[config.mk]
export PLATFORM = sky130hd
export DESIGN_NAME = adventure_player_flat
export DESIGN_NICKNAME = d
export VERILOG_FILES = /design/src/rtl/adventure_player_pkg.sv /design/src/rtl/adventure_player_if.sv /design/src/rtl/adventure_player_route_store.sv /design/src/rtl/adventure_player.sv /design/src/flat_wrapper.sv
export SDC_FILE = /design/constraint.sdc
export NUM_CORES = 1
export LEC_CHECK = 0
export ABC_AREA = 0
export ABC_CLOCK_PERIOD_IN_PS = 1800
export CAP_MARGIN = 30
export CORE_MARGIN = 4
export CORE_UTILIZATION = 52
export DETAILED_ROUTE_END_ITERATION = 7
export MAX_ROUTING_LAYER = met4
export PLACE_DENSITY = 0.8
export SLEW_MARGIN = 15
export SYNTH_ARGS = -nofsm -noshare
export SYNTH_HDL_FRONTEND = slang
export SYNTH_SLANG_ARGS = --single-unit
[constraint.sdc]
create_clock -name clk -period 1.8 [get_ports clk]
set_input_delay 0.27 -clock clk [delete_from_list [all_inputs] [get_ports clk]]
set_output_delay 0.27 -clock clk [all_outputs]
set_load 0.03 [all_outputs]
[src/rtl/adventure_player_pkg.sv]
// Shared types for the route player: direction encoding, FSM states, move decode.
// Latency: none (types and a pure function only).
// Backpressure: not applicable.
package adventure_player_pkg;

    typedef enum logic [1:0] {
        DIR_N = 2'b00,
        DIR_S = 2'b01,
        DIR_E = 2'b10,
        DIR_W = 2'b11
    } dir_t;

    typedef enum logic [2:0] {
        ST_IDLE   = 3'd0,
        ST_GRST   = 3'd1,
        ST_RUN    = 3'd2,
        ST_SETTLE = 3'd3,
        ST_DONE   = 3'd4
    } state_t;

    // Move command packed as {n, s, e, w}
    function automatic logic [3:0] dir_to_nsew(input dir_t d);
        logic [3:0] v;
        v = 4'b0000;
        case (d)
            DIR_N: v = 4'b1000;
            DIR_S: v = 4'b0100;
            DIR_E: v = 4'b0010;
            DIR_W: v = 4'b0001;
            default: v = 4'b0000;
        endcase
        return v;
    endfunction

endpackage

[src/rtl/adventure_player_if.sv]
// Bundle of the player's route-load, control, game-side and result signals.
// Latency: none (wiring only).
// Backpressure: load_valid/load_ready handshake on route entry writes.
interface adventure_player_if #(
    parameter int DEPTH = 16
);
    localparam int CW = $clog2(DEPTH) + 1;

    logic          load_valid;
    logic [1:0]    load_dir;
    logic          load_ready;
    logic          start;
    logic          clear;
    logic          game_rst;
    logic          n;
    logic          s;
    logic          e;
    logic          w;
    logic          win;
    logic          die;
    logic          busy;
    logic          done;
    logic          success;
    logic          fail;
    logic          stuck;
    logic [CW-1:0] step_count;

    // Host / game side
    modport master (
        output load_valid, load_dir, start, clear, win, die,
        input  load_ready, game_rst, n, s, e, w, busy, done,
               success, fail, stuck, step_count
    );

    // Player side
    modport slave (
        input  load_valid, load_dir, start, clear, win, die,
        output load_ready, game_rst, n, s, e, w, busy, done,
               success, fail, stuck, step_count
    );

endinterface

[src/rtl/adventure_player_route_store.sv]
// Route storage: DEPTH x 2-bit direction array with write pointer and entry count.
// Latency: write lands on the next edge; read is combinational from the index.
// Backpressure: o_full high blocks further writes, which are dropped silently.
module route_store
    import adventure_player_pkg::*;
#(
    parameter int DEPTH = 16,
    parameter int AW    = (DEPTH > 1) ? $clog2(DEPTH) : 1,
    parameter int CW    = $clog2(DEPTH) + 1
) (
    input  logic          clk,
    input  logic          reset_n,
    input  logic          i_clr,
    input  logic          i_wr_en,
    input  dir_t          i_wr_dir,
    input  logic [AW-1:0] i_rd_idx,
    output dir_t          o_rd_dir,
    output logic [CW-1:0] o_count,
    output logic          o_full
);

    dir_t          r_mem [DEPTH];
    logic [AW-1:0] r_wr_ptr;
    logic [CW-1:0] r_count;
    logic          w_wr_fire;

    assign o_full    = (r_count == CW'(DEPTH));
    assign w_wr_fire = i_wr_en && !i_clr && !o_full;
    assign o_rd_dir  = r_mem[i_rd_idx];
    assign o_count   = r_count;

    // Array contents need no reset: the count alone says what is valid
    always_ff @(posedge clk) begin
        if (w_wr_fire) begin
            r_mem[r_wr_ptr] <= i_wr_dir;
        end
    end

    // Pointer and count: cleared by reset or clear, bumped on each accepted write
    always_ff @(posedge clk or negedge reset_n) begin
        if (!reset_n) begin
            r_wr_ptr <= '0;
            r_count  <= '0;
        end else if (i_clr) begin
            r_wr_ptr <= '0;
            r_count  <= '0;
        end else if (w_wr_fire) begin
            r_wr_ptr <= r_wr_ptr + 1'b1;
            r_count  <= r_count + 1'b1;
        end
    end

endmodule

[src/rtl/adventure_player.sv]
// Replays a stored route into the game as one-hot moves and reports win/die/stuck.
// Latency: game_rst 1 cycle after start, then one move per cycle, then SETTLE_CYCLES wait.
// Backpressure: load_ready low while running or full. Optional PLAYER_IDLE_GAP_EN adds an idle cycle after each move.
module adventure_player
    import adventure_player_pkg::*;
#(
    parameter int DEPTH         = 16,
    parameter int SETTLE_CYCLES = 2     // must be >= 1
) (
    input  logic               clk,
    input  logic               reset_n,
    adventure_player_if.slave  bus
);

    localparam int CW = $clog2(DEPTH) + 1;
    localparam int AW = (DEPTH > 1) ? $clog2(DEPTH) : 1;
    localparam int SW = (SETTLE_CYCLES > 1) ? $clog2(SETTLE_CYCLES) : 1;

    state_t        r_state;
    logic [CW-1:0] r_idx;
    logic [CW-1:0] r_step_count;
    logic [SW-1:0] r_settle;
    logic [3:0]    r_nsew;
    logic          r_game_rst;
    logic          r_busy;
    logic          r_done;
    logic          r_success;
    logic          r_fail;
    logic          r_stuck;
`ifdef PLAYER_IDLE_GAP_EN
    logic          r_gap;       // 1 while the current RUN cycle is an idle gap
`endif

    logic          w_load_ready;
    logic          w_wr_en;
    logic          w_start_ok;
    logic          w_more;
    logic          w_full;
    logic [CW-1:0] w_count;
    dir_t          w_rd_dir;

    assign w_load_ready = ((r_state == ST_IDLE) || (r_state == ST_DONE)) && !w_full;
    assign w_wr_en      = bus.load_valid && w_load_ready && !bus.clear;
    assign w_start_ok   = bus.start && ((r_state == ST_IDLE) || (r_state == ST_DONE))
                          && (w_count != '0);
    assign w_more       = (r_idx < w_count);

    route_store #(
        .DEPTH (DEPTH),
        .AW    (AW),
        .CW    (CW)
    ) u_route_store (
        .clk      (clk),
        .reset_n  (reset_n),
        .i_clr    (bus.clear),
        .i_wr_en  (w_wr_en),
        .i_wr_dir (dir_t'(bus.load_dir)),
        .i_rd_idx (r_idx[AW-1:0]),
        .o_rd_dir (w_rd_dir),
        .o_count  (w_count),
        .o_full   (w_full)
    );

    // Player FSM with all result/move outputs registered
    always_ff @(posedge clk or negedge reset_n) begin
        if (!reset_n) begin
            r_state      <= ST_IDLE;
            r_idx        <= '0;
            r_step_count <= '0;
            r_settle     <= '0;
            r_nsew       <= '0;
            r_game_rst   <= 1'b0;
            r_busy       <= 1'b0;
            r_done       <= 1'b0;
            r_success    <= 1'b0;
            r_fail       <= 1'b0;
            r_stuck      <= 1'b0;
`ifdef PLAYER_IDLE_GAP_EN
            r_gap        <= 1'b0;
`endif
        end else if (bus.clear) begin
            r_state      <= ST_IDLE;
            r_idx        <= '0;
            r_step_count <= '0;
            r_settle     <= '0;
            r_nsew       <= '0;
            r_game_rst   <= 1'b0;
            r_busy       <= 1'b0;
            r_done       <= 1'b0;
            r_success    <= 1'b0;
            r_fail       <= 1'b0;
            r_stuck      <= 1'b0;
        end else begin
            r_game_rst <= 1'b0;
            case (r_state)
                ST_IDLE, ST_DONE: begin
                    if (w_start_ok) begin
                        r_state      <= ST_GRST;
                        r_game_rst   <= 1'b1;
                        r_busy       <= 1'b1;
                        r_done       <= 1'b0;
                        r_success    <= 1'b0;
                        r_fail       <= 1'b0;
                        r_stuck      <= 1'b0;
                        r_step_count <= '0;
                        r_idx        <= '0;
                    end
                end
                // Game is held in reset this cycle; outcome flags are stale and ignored
                ST_GRST: begin
                    r_state      <= ST_RUN;
                    r_nsew       <= dir_to_nsew(w_rd_dir);
                    r_idx        <= r_idx + 1'b1;
                    r_step_count <= r_step_count + 1'b1;
`ifdef PLAYER_IDLE_GAP_EN
                    r_gap        <= 1'b0;
`endif
                end
                ST_RUN: begin
                    if (bus.die) begin
                        r_state <= ST_DONE;
                        r_fail  <= 1'b1;
                        r_done  <= 1'b1;
                        r_busy  <= 1'b0;
                        r_nsew  <= '0;
                    end else if (bus.win) begin
                        r_state   <= ST_DONE;
                        r_success <= 1'b1;
                        r_done    <= 1'b1;
                        r_busy    <= 1'b0;
                        r_nsew    <= '0;
`ifdef PLAYER_IDLE_GAP_EN
                    end else if (!r_gap) begin
                        r_nsew <= '0;
                        r_gap  <= 1'b1;
`endif
                    end else if (w_more) begin
                        r_nsew       <= dir_to_nsew(w_rd_dir);
                        r_idx        <= r_idx + 1'b1;
                        r_step_count <= r_step_count + 1'b1;
`ifdef PLAYER_IDLE_GAP_EN
                        r_gap        <= 1'b0;
`endif
                    end else begin
                        r_state  <= ST_SETTLE;
                        r_nsew   <= '0;
                        r_settle <= '0;
                    end
                end
                ST_SETTLE: begin
                    if (bus.die) begin
                        r_state <= ST_DONE;
                        r_fail  <= 1'b1;
                        r_done  <= 1'b1;
                        r_busy  <= 1'b0;
                    end else if (bus.win) begin
                        r_state   <= ST_DONE;
                        r_success <= 1'b1;
                        r_done    <= 1'b1;
                        r_busy    <= 1'b0;
                    end else if (r_settle == SW'(SETTLE_CYCLES - 1)) begin
                        r_state <= ST_DONE;
                        r_stuck <= 1'b1;
                        r_done  <= 1'b1;
                        r_busy  <= 1'b0;
                    end else begin
                        r_settle <= r_settle + 1'b1;
                    end
                end
                default: begin
                    r_state <= ST_IDLE;
                    r_nsew  <= '0;
                    r_busy  <= 1'b0;
                end
            endcase
        end
    end

    assign bus.load_ready = w_load_ready;
    assign bus.game_rst   = r_game_rst;
    assign bus.n          = r_nsew[3];
    assign bus.s          = r_nsew[2];
    assign bus.e          = r_nsew[1];
    assign bus.w          = r_nsew[0];
    assign bus.busy       = r_busy;
    assign bus.done       = r_done;
    assign bus.success    = r_success;
    assign bus.fail       = r_fail;
    assign bus.stuck      = r_stuck;
    assign bus.step_count = r_step_count;

endmodule

[src/flat_wrapper.sv]
// flat-port wrapper written by rule: the top's interface ports become plain ports
module adventure_player_flat import adventure_player_pkg::*;
#(
    parameter int DEPTH         = 16,
    parameter int SETTLE_CYCLES = 2                    
)
  (clk, reset_n, bus_load_valid, bus_load_dir, bus_start, bus_clear, bus_win, bus_die, bus_load_ready, bus_game_rst, bus_n, bus_s, bus_e, bus_w, bus_busy, bus_done, bus_success, bus_fail, bus_stuck, bus_step_count);
  adventure_player_if #(.DEPTH(DEPTH)) bus_i ();
  input  logic clk;
  input  logic reset_n;
  input wire logic [$bits(bus_i.load_valid)-1:0] bus_load_valid;
  input wire logic [$bits(bus_i.load_dir)-1:0] bus_load_dir;
  input wire logic [$bits(bus_i.start)-1:0] bus_start;
  input wire logic [$bits(bus_i.clear)-1:0] bus_clear;
  input wire logic [$bits(bus_i.win)-1:0] bus_win;
  input wire logic [$bits(bus_i.die)-1:0] bus_die;
  output wire logic [$bits(bus_i.load_ready)-1:0] bus_load_ready;
  output wire logic [$bits(bus_i.game_rst)-1:0] bus_game_rst;
  output wire logic [$bits(bus_i.n)-1:0] bus_n;
  output wire logic [$bits(bus_i.s)-1:0] bus_s;
  output wire logic [$bits(bus_i.e)-1:0] bus_e;
  output wire logic [$bits(bus_i.w)-1:0] bus_w;
  output wire logic [$bits(bus_i.busy)-1:0] bus_busy;
  output wire logic [$bits(bus_i.done)-1:0] bus_done;
  output wire logic [$bits(bus_i.success)-1:0] bus_success;
  output wire logic [$bits(bus_i.fail)-1:0] bus_fail;
  output wire logic [$bits(bus_i.stuck)-1:0] bus_stuck;
  output wire logic [$bits(bus_i.step_count)-1:0] bus_step_count;
  assign bus_i.load_valid = bus_load_valid;
  assign bus_i.load_dir = bus_load_dir;
  assign bus_i.start = bus_start;
  assign bus_i.clear = bus_clear;
  assign bus_i.win = bus_win;
  assign bus_i.die = bus_die;
  assign bus_load_ready = bus_i.load_ready;
  assign bus_game_rst = bus_i.game_rst;
  assign bus_n = bus_i.n;
  assign bus_s = bus_i.s;
  assign bus_e = bus_i.e;
  assign bus_w = bus_i.w;
  assign bus_busy = bus_i.busy;
  assign bus_done = bus_i.done;
  assign bus_success = bus_i.success;
  assign bus_fail = bus_i.fail;
  assign bus_stuck = bus_i.stuck;
  assign bus_step_count = bus_i.step_count;
  adventure_player #(.DEPTH(DEPTH), .SETTLE_CYCLES(SETTLE_CYCLES)) u_core (.clk(clk), .reset_n(reset_n), .bus(bus_i));
endmodule
==> key figures <==
Status
  • Status: complete, but fails checks
  • Failing checks: setup timing

Run
  • Maximum capacitance violations: 0

Power
  • Worst VDD drop: 843 uV
  • Cell Int Power: approximately 0.0032 W
  • Switching part of the total power: between 30% and 40%
  • Seq pwr share: 36.9%
  • Combinational power share: 33.4%
  • P_sw: 0.00149 W
  • Clk pwr share: 29.7%
  • Lkg Pwr: approximately 1.9 nW
  • Total Power: between 0.004 and 0.005 W
  • PwrDens: 1010 mW/mm^2

Clock network
  • Worst-path clk slew: around 0.08 ns
  • Clock sink count: 65
  • CTS Buffer Depth: 2
  • TritonCTS clock tree: done
  • Clk Latency, worst-skew pair: approximately 0.35 ns
  • H-tree levels: 3
  • # hold bufs at CTS: 0
  • TritonCTS Buffers: 9
  • Root buf cell: clkbuf_8

Worst setup path
  • R2R depth: 9
  • Startpoint Class: flop
  • Crit Path Max Fanout: 6
  • Endpoint class of the critical path: flop
  • Critical Path RT: 2.03 ns
  • Setup CP Type: reg2reg
  • Worst EP arrival: 2.42 ns
  • Worst r2r src: u_core.u_route_store.o_count[1]
  • Crit path launch: u_core.u_route_store.o_count[1]

Cells and area
  • Layout cell share with drive strength beyond 1: a little under half
  • Most frequent cells in the layout: buf_4, dfrtp_1, edfxtp_1
  • Number of nets in the layout: 380
  • ANT cells: 0
  • Commonest non-fill, non-tap cell in the layout: buf_4
  • Area grow syn2layout: 44.0%

Drt
  • Vias: 2653
  • Number of nets with antenna violations after detailed routing: 0
  • Drt pass-1 iters: 5
  • DRT Wirelength: 9.23 mm
  • DRC Markers: 0
  • DR iter-0 viols: 181
  • Via density: 6.04
  • Avg WL per Cell: 21.0 microns

Logic synthesis
  • Sequential fraction of the synthesis area: 55.1%
  • Post-synth EDFFs: 32
  • Async SR Flop Fraction: 50.8%
  • Total number of yosys warnings: 0
  • Mapped cell area: 0.00324 sq mm
  • Netlist cell types: 53
  • Cells after Synth: 265
  • Net Count, Synth: approximately 290
  • Synth Flop Type: dfrtp_1
  • Syn Area/Cell: 12.2 sq um
  • #FFs+latches synth: 65

Die
  • I/O Pins: 25
  • Initial Util: 54.1%
  • Die Wd: 87.0 microns
  • Rows: 28
  • Die height: 87.0 microns
  • Core footprint: 0.00599 sq mm
  • Die area: 0.00756 sq mm

STA
  • Final number of hold-violating endpoints: 0
  • Post-route setup slack: -0.390 ns
  • Skew final: 0.0140 ns
  • Setup_tns: -6.28 ns
  • Fmax: about 0.46 GHz
  • Hold slack: 0.328 ns
  • Tightest Pin Transition: 0.620 ns
  • Max_slew headroom: 58.6%
  • Period utilization: 122%
  • Final Critical Period: 2.19 ns
  • Final setup fails: 52
  • RSZ-0062 raised after global routing: yes
  • Final slew viol count: 0

Placement
  • GPL Wtd Cong: 0.898
  • Port Buf Inserts: 24
  • Final HPWL DP: about 5.2 mm

GRT
  • Largest net degree at the start of global routing: 34
  • First-pass GRT wire length: roughly 13 mm
  • Vias in the first global route: 2543
  • GRT Residual Overflow: 0
  • Antenna violations before repair: 0
  • Gr usage total: approximately 23%

Worst hold path
  • Hold Crit Class: in2async
==> cells in the mapped netlist, types with 4 or more instances <==
cell type | number | area (sq um)
and2_1 | 8 | 50.1
mux4_1 | 5 | 131
or3_1 | 6 | 37.5
o31ai_1 | 5 | 37.5
nand2_1 | 18 | 67.6
nand2b_1 | 4 | 25.0
o21ai_1 | 7 | 35.0
edfxtp_1 | 32 | 961
nor2_1 | 18 | 67.6
xnor2_1 | 4 | 35.0
nand3_1 | 4 | 20.0
dfrtp_1 | 33 | 826
o21ai_0 | 15 | 75.1
inv_1 | 13 | 48.8
nand4_1 | 7 | 43.8
nor3_1 | 8 | 40.0
a21oi_1 | 8 | 40.0
buf_2 | 5 | 25.0
ha_1 | 12 | 150
==> area by class of cell <==
type	count	area (sq um)
repair buffers	94	841
inverters	13	48.8
flip-flops and latches	65	1790
multi-input cells	176	1680
fillers	306	1320
well taps	75	93.8
clock inverters	5	78.8
clock buffers	11	141
==> worst paths after layout <==
check | end | slack (ns)
max | u_core.bus.step_count[1] | -0.39
min | u_core.r_nsew[3] | 0.33
max reg2reg | u_core.bus.step_count[1] | -0.39
min reg2reg | u_core.bus.busy | 0.50
max in group asynchronous | u_core.r_idx[0] | 1.14
min in group clk | u_core.bus.busy | 0.50
==> registers in the layout (all words and copies together), names as in the netlist, 3 cells and up <==
signal,cells
u_core.r_state,3
u_core.bus.step_count,5
u_core.r_nsew,4
u_core.u_route_store.r_mem,32
u_core.r_idx,5
u_core.u_route_store.o_count,5
u_core.u_route_store.r_wr_ptr,4
==> power by group through the flow <==
| stage | Sequential, W | Combinational [W] | Clock, W |
|---|---|---|---|
| after floorplan | 0.00181 | 0.000687 | 0 |
| after global placement | 0.00176 | 0.00120 | 0 |
| after detailed placement | 0.00176 | 0.00123 | 0 |
| after CTS | 0.00174 | 0.00138 | 0.00140 |
| after global routing | 0.00175 | 0.00168 | 0.00148 |
| final | 0.00174 | 0.00158 | 0.00140 |
==> stage by stage <==
step,setup slack [ns],cell area (sq um),util [%],instances
floorplan,-0.114,3330,-,265
global placement,-0.284,3990,66.6,406
detailed placement,-0.341,3990,66.6,406
CTS,-0.202,4360,72.7,429
global route,-0.463,4670,78.0,439
finish,-0.390,4670,78.0,439
==> kinds of logic after synthesis <==
group / Yosys count / synth area share, %
AND/OR/NAND/NOR: 92 / 15.9
flip-flops: 65 / 55.1
AO/OA/AOI/OAI: 57 / 12.5
buffers and inverters: 24 / 3.78
adder cells (fa/ha/maj): 12 / 4.63
multiplexers: 9 / 6.48
XOR/XNOR: 6 / 1.62
==> metal layers <==
| metal | global-route usage (%) | up-vias | routed length [microns] |
|---|---|---|---|
| met4 | 10.1 | 0 | 361 |
| met3 | 3.41 | 31 | 491 |
| li1 | - | 1168 | - |
| met5 | - | - | 0 |
| met1 | 27.9 | 1325 | 3580 |
| met2 | 38.5 | 129 | 4790 |
==> critical path: stages (launching register included) <==
cell and delay, ns:
dfrtp_1 0.39, inv_2 0.08, ha_4 0.13, or4b_4 0.50, a31o_4 0.28, buf_12 0.13, buf_12 0.12, nor2_4 0.20
o21ai_1 0.13, o31ai_1 0.11
==> timing repair <==
action                                 in CTS  in global routing
buffers inserted                            7                 11
pin swaps                                  15                 20
setup endpoints to repair                  33                 55
resized for setup                          23                 60
gates cloned                                0                  0
endpoints found under the hold margin       0                  0
Note: power is estimated with default switching activity, not from simulation.
